### src/rtl/hazard_pkg.sv
// rtl/hazard_pkg.sv - shared types and helpers for the pipeline hazard controller
//
// Contents:
//   SB_DEST_W  : width of the stored destination index (register widths up to 8 bits)
//   REG_ZERO   : register 0, hard-wired to zero and never a dependence
//   sb_slot_t  : one scoreboard slot {valid, dest, is_load}
//   fwd_sel_t  : operand source select (regfile, EXE, MEM, WB)
//   slot_match : true when a slot holds a live non-zero writer of the given register
package hazard_pkg;

  localparam int SB_DEST_W = 8;
  localparam logic [SB_DEST_W-1:0] REG_ZERO = '0;

  typedef struct packed {
    logic                 valid;
    logic [SB_DEST_W-1:0] dest;
    logic                 is_load;
  } sb_slot_t;

  typedef enum logic [1:0] {
    FWD_RF  = 2'd0,
    FWD_EXE = 2'd1,
    FWD_MEM = 2'd2,
    FWD_WB  = 2'd3
  } fwd_sel_t;

  function automatic logic slot_match(input sb_slot_t s, input logic [SB_DEST_W-1:0] src);
    return s.valid && (s.dest != REG_ZERO) && (s.dest == src);
  endfunction

endpackage

### src/rtl/hazard_scoreboard.sv
// rtl/hazard_scoreboard.sv - three-slot shadow scoreboard of in-flight register writers
//
// Ports:
//   clk, rst        : clock, asynchronous active-high reset (clears every slot)
//   in_valid        : writer entering EXE this edge (already gated by bubble)
//   in_dest         : destination register of that writer
//   in_is_load      : writer is a load
//   src1, src2      : source registers of the decoding instruction
//   match1, match2  : per-slot matches, bit 0 = EXE, bit 1 = MEM, bit 2 = WB
//   exe_is_load     : the EXE slot holds a load
module hazard_scoreboard
  import hazard_pkg::*;
#(
  parameter int REG_W = 5
) (
  input  logic             clk,
  input  logic             rst,
  input  logic             in_valid,
  input  logic [REG_W-1:0] in_dest,
  input  logic             in_is_load,
  input  logic [REG_W-1:0] src1,
  input  logic [REG_W-1:0] src2,
  output logic [2:0]       match1,
  output logic [2:0]       match2,
  output logic             exe_is_load
);

  sb_slot_t exe_q, mem_q, wb_q;
  sb_slot_t exe_d, mem_d, wb_d;
  logic [SB_DEST_W-1:0] src1_w, src2_w;

  always_comb begin
    exe_d         = '0;
    exe_d.valid   = in_valid;
    exe_d.dest    = SB_DEST_W'(in_dest);
    exe_d.is_load = in_is_load;
    // The shift never stalls: downstream stages always advance.
    mem_d         = exe_q;
    wb_d          = mem_q;

    src1_w = SB_DEST_W'(src1);
    src2_w = SB_DEST_W'(src2);
    match1 = {slot_match(wb_q, src1_w), slot_match(mem_q, src1_w), slot_match(exe_q, src1_w)};
    match2 = {slot_match(wb_q, src2_w), slot_match(mem_q, src2_w), slot_match(exe_q, src2_w)};
  end

  assign exe_is_load = exe_q.is_load;

  always_ff @(posedge clk or posedge rst) begin
    if (rst) begin
      exe_q <= '0;
      mem_q <= '0;
      wb_q  <= '0;
    end else begin
      exe_q <= exe_d;
      mem_q <= mem_d;
      wb_q  <= wb_d;
    end
  end

endmodule

### src/rtl/hazard_controller.sv
// rtl/hazard_controller.sv - decode-stage hazard controller: stall, bubble, flush, forwarding
//
// Build option: define HAZARD_FORWARDING_EN to include operand forwarding
// (only load-use stalls); otherwise any EXE/MEM/WB match stalls and the
// forwarding selects are tied to the register file.
//
// Ports:
//   clk, rst                : clock, asynchronous active-high reset
//   id_valid                : ID holds a real instruction
//   id_src1, id_src2        : source registers; id_src2_used qualifies src2
//   id_dest, id_wb_en       : destination and write enable of the ID instruction
//   id_mem_r_en             : ID instruction is a load
//   exe_br_taken            : branch resolved taken in EXE this cycle
//   freeze                  : hold PC and IF/ID
//   bubble                  : load NOP controls into ID/EXE
//   flush_if                : invalidate IF/ID on the next edge
//   fwd_sel_a, fwd_sel_b    : 0 regfile, 1 EXE, 2 MEM, 3 WB
//   stall_cnt               : saturating count of freeze cycles
module hazard_controller
  import hazard_pkg::*;
#(
  parameter int REG_W = 5,
  parameter int CNT_W = 16
) (
  input  logic             clk,
  input  logic             rst,
  input  logic             id_valid,
  input  logic [REG_W-1:0] id_src1,
  input  logic [REG_W-1:0] id_src2,
  input  logic             id_src2_used,
  input  logic [REG_W-1:0] id_dest,
  input  logic             id_wb_en,
  input  logic             id_mem_r_en,
  input  logic             exe_br_taken,
  output logic             freeze,
  output logic             bubble,
  output logic             flush_if,
  output logic [1:0]       fwd_sel_a,
  output logic [1:0]       fwd_sel_b,
  output logic [CNT_W-1:0] stall_cnt
);

  logic [2:0]       match1, match2;
  logic             exe_is_load;
  logic             hazard;
  logic             sb_in_valid;
  logic [CNT_W-1:0] stall_cnt_q, stall_cnt_d;

  hazard_scoreboard #(.REG_W(REG_W)) u_scoreboard (
    .clk         (clk),
    .rst         (rst),
    .in_valid    (sb_in_valid),
    .in_dest     (id_dest),
    .in_is_load  (id_mem_r_en),
    .src1        (id_src1),
    .src2        (id_src2),
    .match1      (match1),
    .match2      (match2),
    .exe_is_load (exe_is_load)
  );

`ifdef HAZARD_FORWARDING_EN
  // Youngest producer wins. A load in EXE has no result yet, so it is
  // skipped here; the stall logic holds the consumer until it reaches MEM.
  function automatic fwd_sel_t pick_fwd(input logic [2:0] m, input logic exe_ld);
    if (m[0] && !exe_ld) return FWD_EXE;
    if (m[1])            return FWD_MEM;
    if (m[2])            return FWD_WB;
    return FWD_RF;
  endfunction

  always_comb begin
    hazard    = exe_is_load & (match1[0] | (id_src2_used & match2[0]));
    fwd_sel_a = pick_fwd(match1, exe_is_load);
    fwd_sel_b = pick_fwd(match2, exe_is_load);
  end
`else
  logic unused_exe_is_load;
  assign unused_exe_is_load = exe_is_load;

  // WB is included because the regfile write lands too late for a same-cycle read.
  always_comb begin
    hazard    = (|match1) | (id_src2_used & (|match2));
    fwd_sel_a = FWD_RF;
    fwd_sel_b = FWD_RF;
  end
`endif

  always_comb begin
    freeze   = 1'b0;
    bubble   = 1'b0;
    flush_if = 1'b0;
    // A taken branch discards the ID instruction, so it overrides any stall.
    if (exe_br_taken) begin
      flush_if = 1'b1;
      bubble   = 1'b1;
    end else if (id_valid && hazard) begin
      freeze = 1'b1;
      bubble = 1'b1;
    end

    sb_in_valid = id_valid & id_wb_en & ~bubble;

    stall_cnt_d = stall_cnt_q;
    if (freeze && (stall_cnt_q != '1)) begin
      stall_cnt_d = stall_cnt_q + CNT_W'(1);
    end
  end

  always_ff @(posedge clk or posedge rst) begin
    if (rst) begin
      stall_cnt_q <= '0;
    end else begin
      stall_cnt_q <= stall_cnt_d;
    end
  end

  assign stall_cnt = stall_cnt_q;

endmodule
### config.mk
export PLATFORM = sky130hd
export DESIGN_NAME = hazard_controller
export DESIGN_NICKNAME = d
export VERILOG_FILES = /design/src/rtl/hazard_pkg.sv /design/src/rtl/hazard_scoreboard.sv /design/src/rtl/hazard_controller.sv
export SDC_FILE = /design/constraint.sdc
export NUM_CORES = 1
export LEC_CHECK = 0
export ABC_AREA = 1
export CAP_MARGIN = 20
export CELL_PAD_IN_SITES_DETAIL_PLACEMENT = 1
export CELL_PAD_IN_SITES_GLOBAL_PLACEMENT = 1
export CORE_MARGIN = 3
export CORE_UTILIZATION = 37
export CTS_CLUSTER_DIAMETER = 100
export DETAILED_ROUTE_END_ITERATION = 12
export PLACE_DENSITY_LB_ADDON = 0.2
export SLEW_MARGIN = 20
export SYNTH_ARGS = -nofsm -noshare
export SYNTH_HDL_FRONTEND = slang
export SYNTH_SLANG_ARGS = --single-unit
### constraint.sdc
create_clock -name clk -period 2.2 [get_ports clk]
set_clock_uncertainty 0.1 [all_clocks]
set_input_delay 0.44 -clock clk [delete_from_list [all_inputs] [get_ports clk]]
set_output_delay 0.44 -clock clk [all_outputs]
set_load 0.03 [all_outputs]
[Word-level counts from Yosys, hierarchy flattened]
Cells that the tools add are included.
Word-level totals
  bits in registers: 34
  input port bits: 22
  output and inout port bits: 23
  logic and storage cells: 40
Operators by class
  add/sub/neg operators: 1
  equality and inequality tests: 7
  multiplexer cells: 4
  bitwise gates (word level): 5
  reductions and logical operators: 16
Operator list (number)
  $eq 5x5->1: 6
  $reduce_bool 8->1: 3
  $add 16x1->16 const B: 1
  $ne 16x16->1 const B: 1
  $logic_and 1x1->1: 11
  $reduce_or 3->1: 2
  $mux 1: 4
  $and 1x1->1: 3
  $not 1->1: 1
  $or 1x1->1: 1

[Logic depth before layout (Yosys ltp)]
Gate-level depths: netlist of run 1.
  depth in word-level cells: 11
  depth in mapped cells: 13
  depth with buffers taken out: 12

[Hierarchy]
Synthesis of run 1 repeated with hierarchy kept, for this count alone.
Second synthesis, totals
  cell total of the unflattened synthesis: 334
  area total of the unflattened synthesis: 2233.4 µm²
By module, submodules not included
  hazard_controller: instances 1, cells each 183, area each 1214.9 µm², sequential area each 400.4 µm²
  hazard_scoreboard: instances 1, cells each 151, area each 1018.5 µm², sequential area each 475.5 µm²

[Worst setup path before layout of run 1]
No wires, ideal clock.
  path kind: input port to output port
  start point: input id_src2[2]
  end point: output freeze
  arrival: 1.566 ns
  data required time: 1.660 ns
  setup slack: 0.094 ns
  stages on the path: 11
  path buffers: 0
  cells stage by stage: inv_1 nand2_1 nand2_1 nand2_1 nor2_1 nand3b_1 nand3_1 nand2_1 a21oi_4 inv_2 nor2_1
Between the ends
  cells in the longest elaborated chain, start to end: 8
  elaborated cells between the ends (all ways): 12
  those cells by class: eq/ne: 3; mux: 2; bitwise: 2; reduce/logical: 5
RTL lines
  start, declared: RTL line hazard_controller.sv:29  | input logic [REG_W-1:0] id_src2,
  $eq 5x5->1: RTL line hazard_pkg.sv:28  | return s.valid && (s.dest != REG_ZERO) && (s.dest == src);
  $logic_and 1x1->1: RTL line hazard_pkg.sv:28
  $reduce_or 3->1 *: RTL line hazard_controller.sv:83  | hazard = (|match1) | (id_src2_used & (|match2));
  $and 1x1->1 *: RTL line hazard_controller.sv:83
  $or 1x1->1 *: RTL line hazard_controller.sv:83
  $logic_and 1x1->1 *: RTL line hazard_controller.sv:97  | end else if (id_valid && hazard) begin
  $mux 1 *: RTL line hazard_controller.sv:97
  $mux 1 *: RTL line hazard_controller.sv:94  | if (exe_br_taken) begin
  end, declared: RTL line hazard_controller.sv:35  | output logic freeze,
Mark *: on every way between the ends. The rest lies on a longest branch, timed or not.

[Worst setup path in the final report of run 1]
  start point: register u_scoreboard.mem_q[2] (netlist name)
  end point: output freeze
Between the ends
  cells in the longest elaborated chain, start to end: 9
  elaborated cells between the ends (all ways): 13
  those cells by class: eq/ne: 2; mux: 2; bitwise: 2; reduce/logical: 7
RTL lines
  start, declared: RTL line hazard_scoreboard.sv:28  | sb_slot_t exe_q, mem_q, wb_q;
  start signal, assigned: RTL line hazard_scoreboard.sv:56  | mem_q <= mem_d;
  $reduce_bool 8->1: RTL line hazard_pkg.sv:28
  $logic_and 1x1->1 (2 in a row): RTL line hazard_pkg.sv:28
  $reduce_or 3->1: RTL line hazard_controller.sv:83
  $and 1x1->1: RTL line hazard_controller.sv:83
  $or 1x1->1 *: RTL line hazard_controller.sv:83
  $logic_and 1x1->1 *: RTL line hazard_controller.sv:97
  $mux 1 *: RTL line hazard_controller.sv:97
  $mux 1 *: RTL line hazard_controller.sv:94
Marked as above.

==> results by group, run 1 <==
Run status
  – Status: complete, but fails checks
  – Failing checks: negative setup slack

Hold path
  – Hold Crit Class: reg2reg

Drt
  – Final wirelength: 5410 µm
  – Wirelength per Cell: 14.8 µm
  – DRT Pass-1 Iters: 4
  – First DRT Iteration DRCs: 53
  – Post-DR vias/cell: 4.93
  – Total number of vias: 1801
  – Final ANT Viol Nets: 0
  – Drt drc: 0

Floorplan
  – Die height: 80.2 µm
  – Starting density of the core: 0.391
  – Die width: 80.2 µm
  – I/O pin cnt: 45
  – Core area: 0.00520 mm²
  – Row count: 26
  – Die footprint: 0.00643 mm²

Worst setup path
  – Critical Path RT: 1.66 ns
  – Arr. time, crit path: 1.79 ns
  – Setup Crit Path Kind: reg2out
  – CP Launch Type: flop
  – Worst-path fanout max: 5
  – CP Capture Type: output pin

Timing
  – Max Clk Rate: 429 MHz
  – Fin crit share: 1.06
  – Final hold slack: 0.287 ns
  – Pins Over Slew Limit: 0
  – Total negative setup slack: -0.247 ns
  – RSZ-0062 raised after global routing: true
  – Final hold violation count: 0
  – Final worst slack: -0.131 ns
  – Fin crit period: 2.33 ns
  – Setup violators final: 2

GRT
  – GRT overflow: 0
  – Initial antenna violation count: 0
  – Total GRT Usage: 0.190
  – Largest net degree at the start of global routing: 35
  – Global-route wire length before repair: 9430 µm
  – Vias in the first global route: 2038

Synth
  – Distinct cells, synth: 25
  – Yosys top cell area share: 0.418
  – Seq cells post-synth: 34
  – Mapped Cells: 242
  – Warnings from Yosys: 0
  – Ranking of synthesized cells by area: dfrtp_1 (42%), nand2_1 (12%), xor2_1 (10%)
  – Leading area contributor after synthesis: dfrtp_1
  – Sequential share of the synthesized area: 0.418
  – Avg Inst Size Synth: 8.42 µm²
  – Synth Cell Area: 0.00204 mm²

Clock network
  – CTS sink count: 34
  – Cts bufs inserted: 5
  – TritonCTS clock tree: yes
  – Worst skew pair latency: 0.29 ns
  – CTS Buffer Depth: 2
  – CTS Root Cell: clkbuf_8
  – Worst-path clk slew: 0.07 ns
  – H-tree depth: 2

Cells and area
  – Antenna diodes: 0
  – Post-Layout Cell Count: 365
  – Area of the multi-input gates: 0.00114 mm²
  – Area grow syn2layout: 34.4%
  – Fill cells: 624
  – Fin nets: 317
  – Design Area, Final: 0.00274 mm²
  – FF/Latch Area: 855 µm²
  – Core Util, Final: 0.526
  – Share of cells above drive strength 1: 0.200

Pwr
  – Power density cells: 502 mW/mm²
  – Pleak: 1.29 nW
  – Peak supply drop: 0.309 mV

Place
  – Area after DPL: 0.00255 mm²
  – Placed cells: 355
  – HPWL Detailed: 4150 µm
  – Routability-driven placement congestion ratio: 0.854
  – PortBufs: 39

Run
  – Max-cap viol count: 0
## what timing repair did
action,CTS,global route
pin swaps,1,11
buffers inserted,0,2
resized for setup,14,30
setup endpoints to repair,2,2
hold buffers,0,0
hold endpoints to repair,0,0
## synth_stat cells, drive strengths merged
library cell and instances:
inv 21, ha 1, nand2 66, nand4 18, nor2 23, conb 1, dfrtp 34, a21oi 1
clkinv 2, nor3 10, xor2 24, clkbuf 1, xnor2 17, nand3 12, nand3b 3, buf 8
## flip-flops by register name, summed over array words and instances, names as in the netlist
register,count
u_scoreboard.exe_q,6
stall_cnt,16
u_scoreboard.mem_q,6
u_scoreboard.wb_q,6
## logic make-up after synthesis
kind of cell,synth area share
AOI/OAI and AO/OA,0.00799
DFF,0.418
and+or+nand+nor,0.317
xor gates and xnor gates,0.176
buffers and inverters,0.0731
other,0.00184
adders and majority gates,0.00614
## worst max-delay path, cell delays in order (launching register included)
cell,delay (ns)
dfrtp_2,0.45
buf_6,0.13
xor2_2,0.14
nor2_1,0.11
nand3_1,0.10
nand2_2,0.10
nor2_4,0.05
a21oi_4,0.14
inv_2,0.07
nor2_4,0.08
buf_6,0.13
## metal layers
metal,track usage,vias up,part of all wire
li1,-,859,-
met1,0.192,893,0.37
met2,0.369,35,0.57
met3,0.0404,14,0.032
met4,0.0777,0,0.023
met5,0,-,0
## final cells by class
type / instances / area share
Sequential cell: 34 / 0.312
Inverter: 23 / 0.0315
Tap cell: 70 / 0.0320
Clock buffer: 7 / 0.0315
Timing Repair Buffer: 51 / 0.175
Clock inverter: 1 / 0.00183
Multi-Input combinational cell: 179 / 0.416
## metrics by stage
step | setup slack (ns) | total power [mW]
after floorplan | 0.0936 | 0.800
after global placement | -0.390 | 0.893
after detailed placement | -0.445 | 0.901
after CTS | -0.181 | 1.39
after global routing | -0.271 | 1.46
final | -0.131 | 1.37
## cells in the final DEF (no fill, tap or decap), types with 4 or more instances in the layout
cell	instances
buf_4	10
clkbuf_8	6
clkdlybuf4s50_1	27
conb_1	4
dfrtp_1	31
dlygate4sd2_1	8
inv_1	16
inv_2	5
nand2_1	58
nand2_2	7
nand3_1	9
nand4_1	16
nor2_1	17
nor3_1	6
xnor2_1	14
xor2_1	23
## report_power, final
part	internal, mW	leakage [nW]	total, mW	switching [mW]
Combinational	0.100	0.803	0.225	0.125
Sequential	0.647	0.435	0.673	0.0258
Clock	0.252	0.0482	0.475	0.223
Total	1.00	1.29	1.37	0.373
## final timing paths
kind | start | to | slack, ns | depth (start not counted)
max | u_scoreboard.mem_q[2] | freeze | -0.13 | 10
min | u_scoreboard.exe_q[9] | u_scoreboard.mem_q[9] | 0.29 | 0
max reg2reg | stall_cnt[1] | stall_cnt[1] | 0.22 | 9
min reg2reg | u_scoreboard.exe_q[9] | u_scoreboard.mem_q[9] | 0.29 | 0
max in group asynchronous | rst | u_scoreboard.mem_q[2] | 1.21 | 3
min in group asynchronous | rst | u_scoreboard.wb_q[2] | 0.45 | 3
Power figures use the tool's default switching activity.
==> run 2, diff against run 1 <==
Settings changed: CORE_MARGIN 3 to not set.
Clock period 2.2 ns to 2.3 ns, I/O delays scaled along.
==> results by group, run 2 (synthesized netlist as in run 1, its figures left out) <==
Timing
  – Final worst slack: -0.101 ns (+0.0292 ns)
  – Final hold violation count: 0 (unchanged)
  – Fin crit share: 1.04
  – Fin crit period: 2.40 ns
  – RSZ-0062 raised after global routing: true
  – Setup violators final: 2 (unchanged)
  – Pins Over Slew Limit: 0 (unchanged)
  – Max Clk Rate: 416 MHz
  – Total negative setup slack: -0.151 ns (+0.0962 ns)

Worst setup path
  – Crit path cell chain: clkdlybuf4s15_1, xnor2_2, nand2_1, nor2_1, nand3_1, nand2_2, nor2_4, a21oi_4, inv_2, nor2_1, buf_4
  – Cell mode on critical path: nor2_1
  – Buffers and inverters on the worst path: 3 (unchanged)
  – Cell family with most CP delay: buffers and inverters
  – Cell with the largest stage delay on the worst path: clkdlybuf4s15_1
  – CP peak stage delay: 0.29 ns (-0.16 ns)
  – CP Capture Type: output pin
  – CP Launch Type: input pin
  – Setup Crit Path Kind: in2out
  – Worst-path fanout max: 3 (-2)
  – Critical Path RT: 1.74 ns (+0.08 ns)
  – Arr. time, crit path: 1.84 ns (+0.05 ns)

Cells and area
  – Fin nets: 320 (+0.95%)
  – Area of the multi-input gates: 0.00111 mm² (-2.6%)
  – Antenna diodes: 0 (unchanged)
  – Most common cell after layout, fill and taps aside: nand2_1
  – Area grow syn2layout: 34.0%
  – Core Util, Final: 0.524 (-0.00168)
  – Fill cells: 656 (+5.1%)
  – Share of cells above drive strength 1: 0.174 (-0.0255)
  – FF/Latch Area: 852 µm² (-0.29%)
  – Flip-flop count of the largest register after layout: 16 (unchanged)
  – Most frequent cells in the layout: nand2_1 (62), dfrtp_1 (33), clkdlybuf4s50_1 (27)

Floorplan
  – Starting density of the core: 0.391 (unchanged)
  – Die height: 76.2 µm (-5.0%)
  – Row count: 26 (unchanged)
  – Die width: 76.2 µm (-5.0%)
  – Die footprint: 0.00581 mm² (-9.7%)
  – I/O pin cnt: 45 (unchanged)
  – Core area: 0.00520 mm² (unchanged)

Clock network
  – CTS Buffer Depth: 2 (unchanged)
  – Worst-path clk slew: 0.07 ns (about the same)
  – TritonCTS clock tree: yes
  – Worst skew pair latency: 0.29 ns (about the same)
  – Cts bufs inserted: 5 (unchanged)
  – CTS sink count: 34 (unchanged)
  – H-tree depth: 2 (unchanged)
  – CTS Root Cell: clkbuf_8

Hold path
  – Hold Crit Class: reg2reg

Drt
  – Post-DR vias/cell: 4.82 (-2.2%)
  – Total number of vias: 1775 (-1.4%)
  – DRT Pass-1 Iters: 3 (-1)
  – Wirelength per Cell: 14.5 µm (-2.1%)
  – First DRT Iteration DRCs: 34 (-36%)
  – Final wirelength: 5340 µm (-1.3%)
  – Drt drc: 0 (unchanged)
  – Final ANT Viol Nets: 0 (unchanged)

Place
  – HPWL Detailed: 4020 µm (-3.1%)
  – PortBufs: 39 (unchanged)
  – Routability-driven placement congestion ratio: 0.794 (-7.1%)

Pwr
  – Power density cells: 479 mW/mm² (-4.4%)
  – Peak supply drop: 0.324 mV (+4.7%)
  – Pleak: 1.29 nW (about the same)
  – Design Power: 1.31 mW (-4.7%)

GRT
  – GRT overflow: 0 (unchanged)
  – Largest net degree at the start of global routing: 35 (unchanged)
  – Global-route wire length before repair: 9180 µm (-2.6%)
  – Total GRT Usage: 0.201 (+0.0113)
  – Vias in the first global route: 1994 (-2.2%)
  – Initial antenna violation count: 0 (unchanged)

Run
  – Max-cap viol count: 0 (unchanged)

Run status
  – Failing checks: negative setup slack
  – Status: complete, but fails checks
-- run 2: layer usage --
metal,vias up,GRT usage,share of wire
li1,868,-,-
met1,868,0.200,0.36
met2,31,0.396,0.58
met3,8,0.0455,0.034
met4,0,0.0808,0.017
met5,-,0,0
-- run 2: final timing paths --
check	from	endpoint	slack (ns)	cells after the start
setup / recovery	id_src1[0]	freeze	-0.10	11
hold / removal	u_scoreboard.exe_q[9]	u_scoreboard.mem_q[9]	0.28	0
setup reg to reg	stall_cnt[0]	stall_cnt[15]	0.25	9
hold reg to reg	u_scoreboard.exe_q[9]	u_scoreboard.mem_q[9]	0.28	0
max in group asynchronous	rst	u_scoreboard.mem_q[1]	1.30	3
min in group asynchronous	rst	u_scoreboard.exe_q[2]	0.47	3
-- run 2: metrics by stage --
| step | hold WS (ns) | cell area, µm² | setup WS, ns | instances |
|---|---|---|---|---|
| 2_1_floorplan | 0.254 | 2050 | 0.154 | 245 |
| 3_3_place_gp | 0.261 | 2530 | -0.332 | 353 |
| 3_5_place_dp | 0.270 | 2530 | -0.400 | 353 |
| 4_1_cts | 0.285 | 2660 | -0.0799 | 363 |
| 5_1_grt | 0.285 | 2730 | -0.252 | 368 |
| 6_report | 0.285 | 2730 | -0.101 | 368 |
-- run 2: final cells by class --
| type | count | share of cell area |
|---|---|---|
| Clock inverter | 1 | 0.00183 |
| Inverter | 23 | 0.0316 |
| Timing Repair Buffer | 54 | 0.184 |
| Tap cell | 70 | 0.0321 |
| Sequential cell | 34 | 0.312 |
| Multi-Input combinational cell | 179 | 0.406 |
| Clock buffer | 7 | 0.0316 |
-- run 2: power by group --
| group | switching [mW] | total, mW | internal (mW) |
|---|---|---|---|
| Sequential | 0.0294 | 0.648 | 0.619 |
| Clock | 0.214 | 0.456 | 0.241 |
| Combinational | 0.113 | 0.205 | 0.0916 |
-- run 2: what timing repair did --
item                                    CTS  global route
hold buffers                              0             0
buffers inserted                          2             5
gates resized for setup                  23            12
pin swaps                                 9             9
endpoints found under the setup margin    2             2
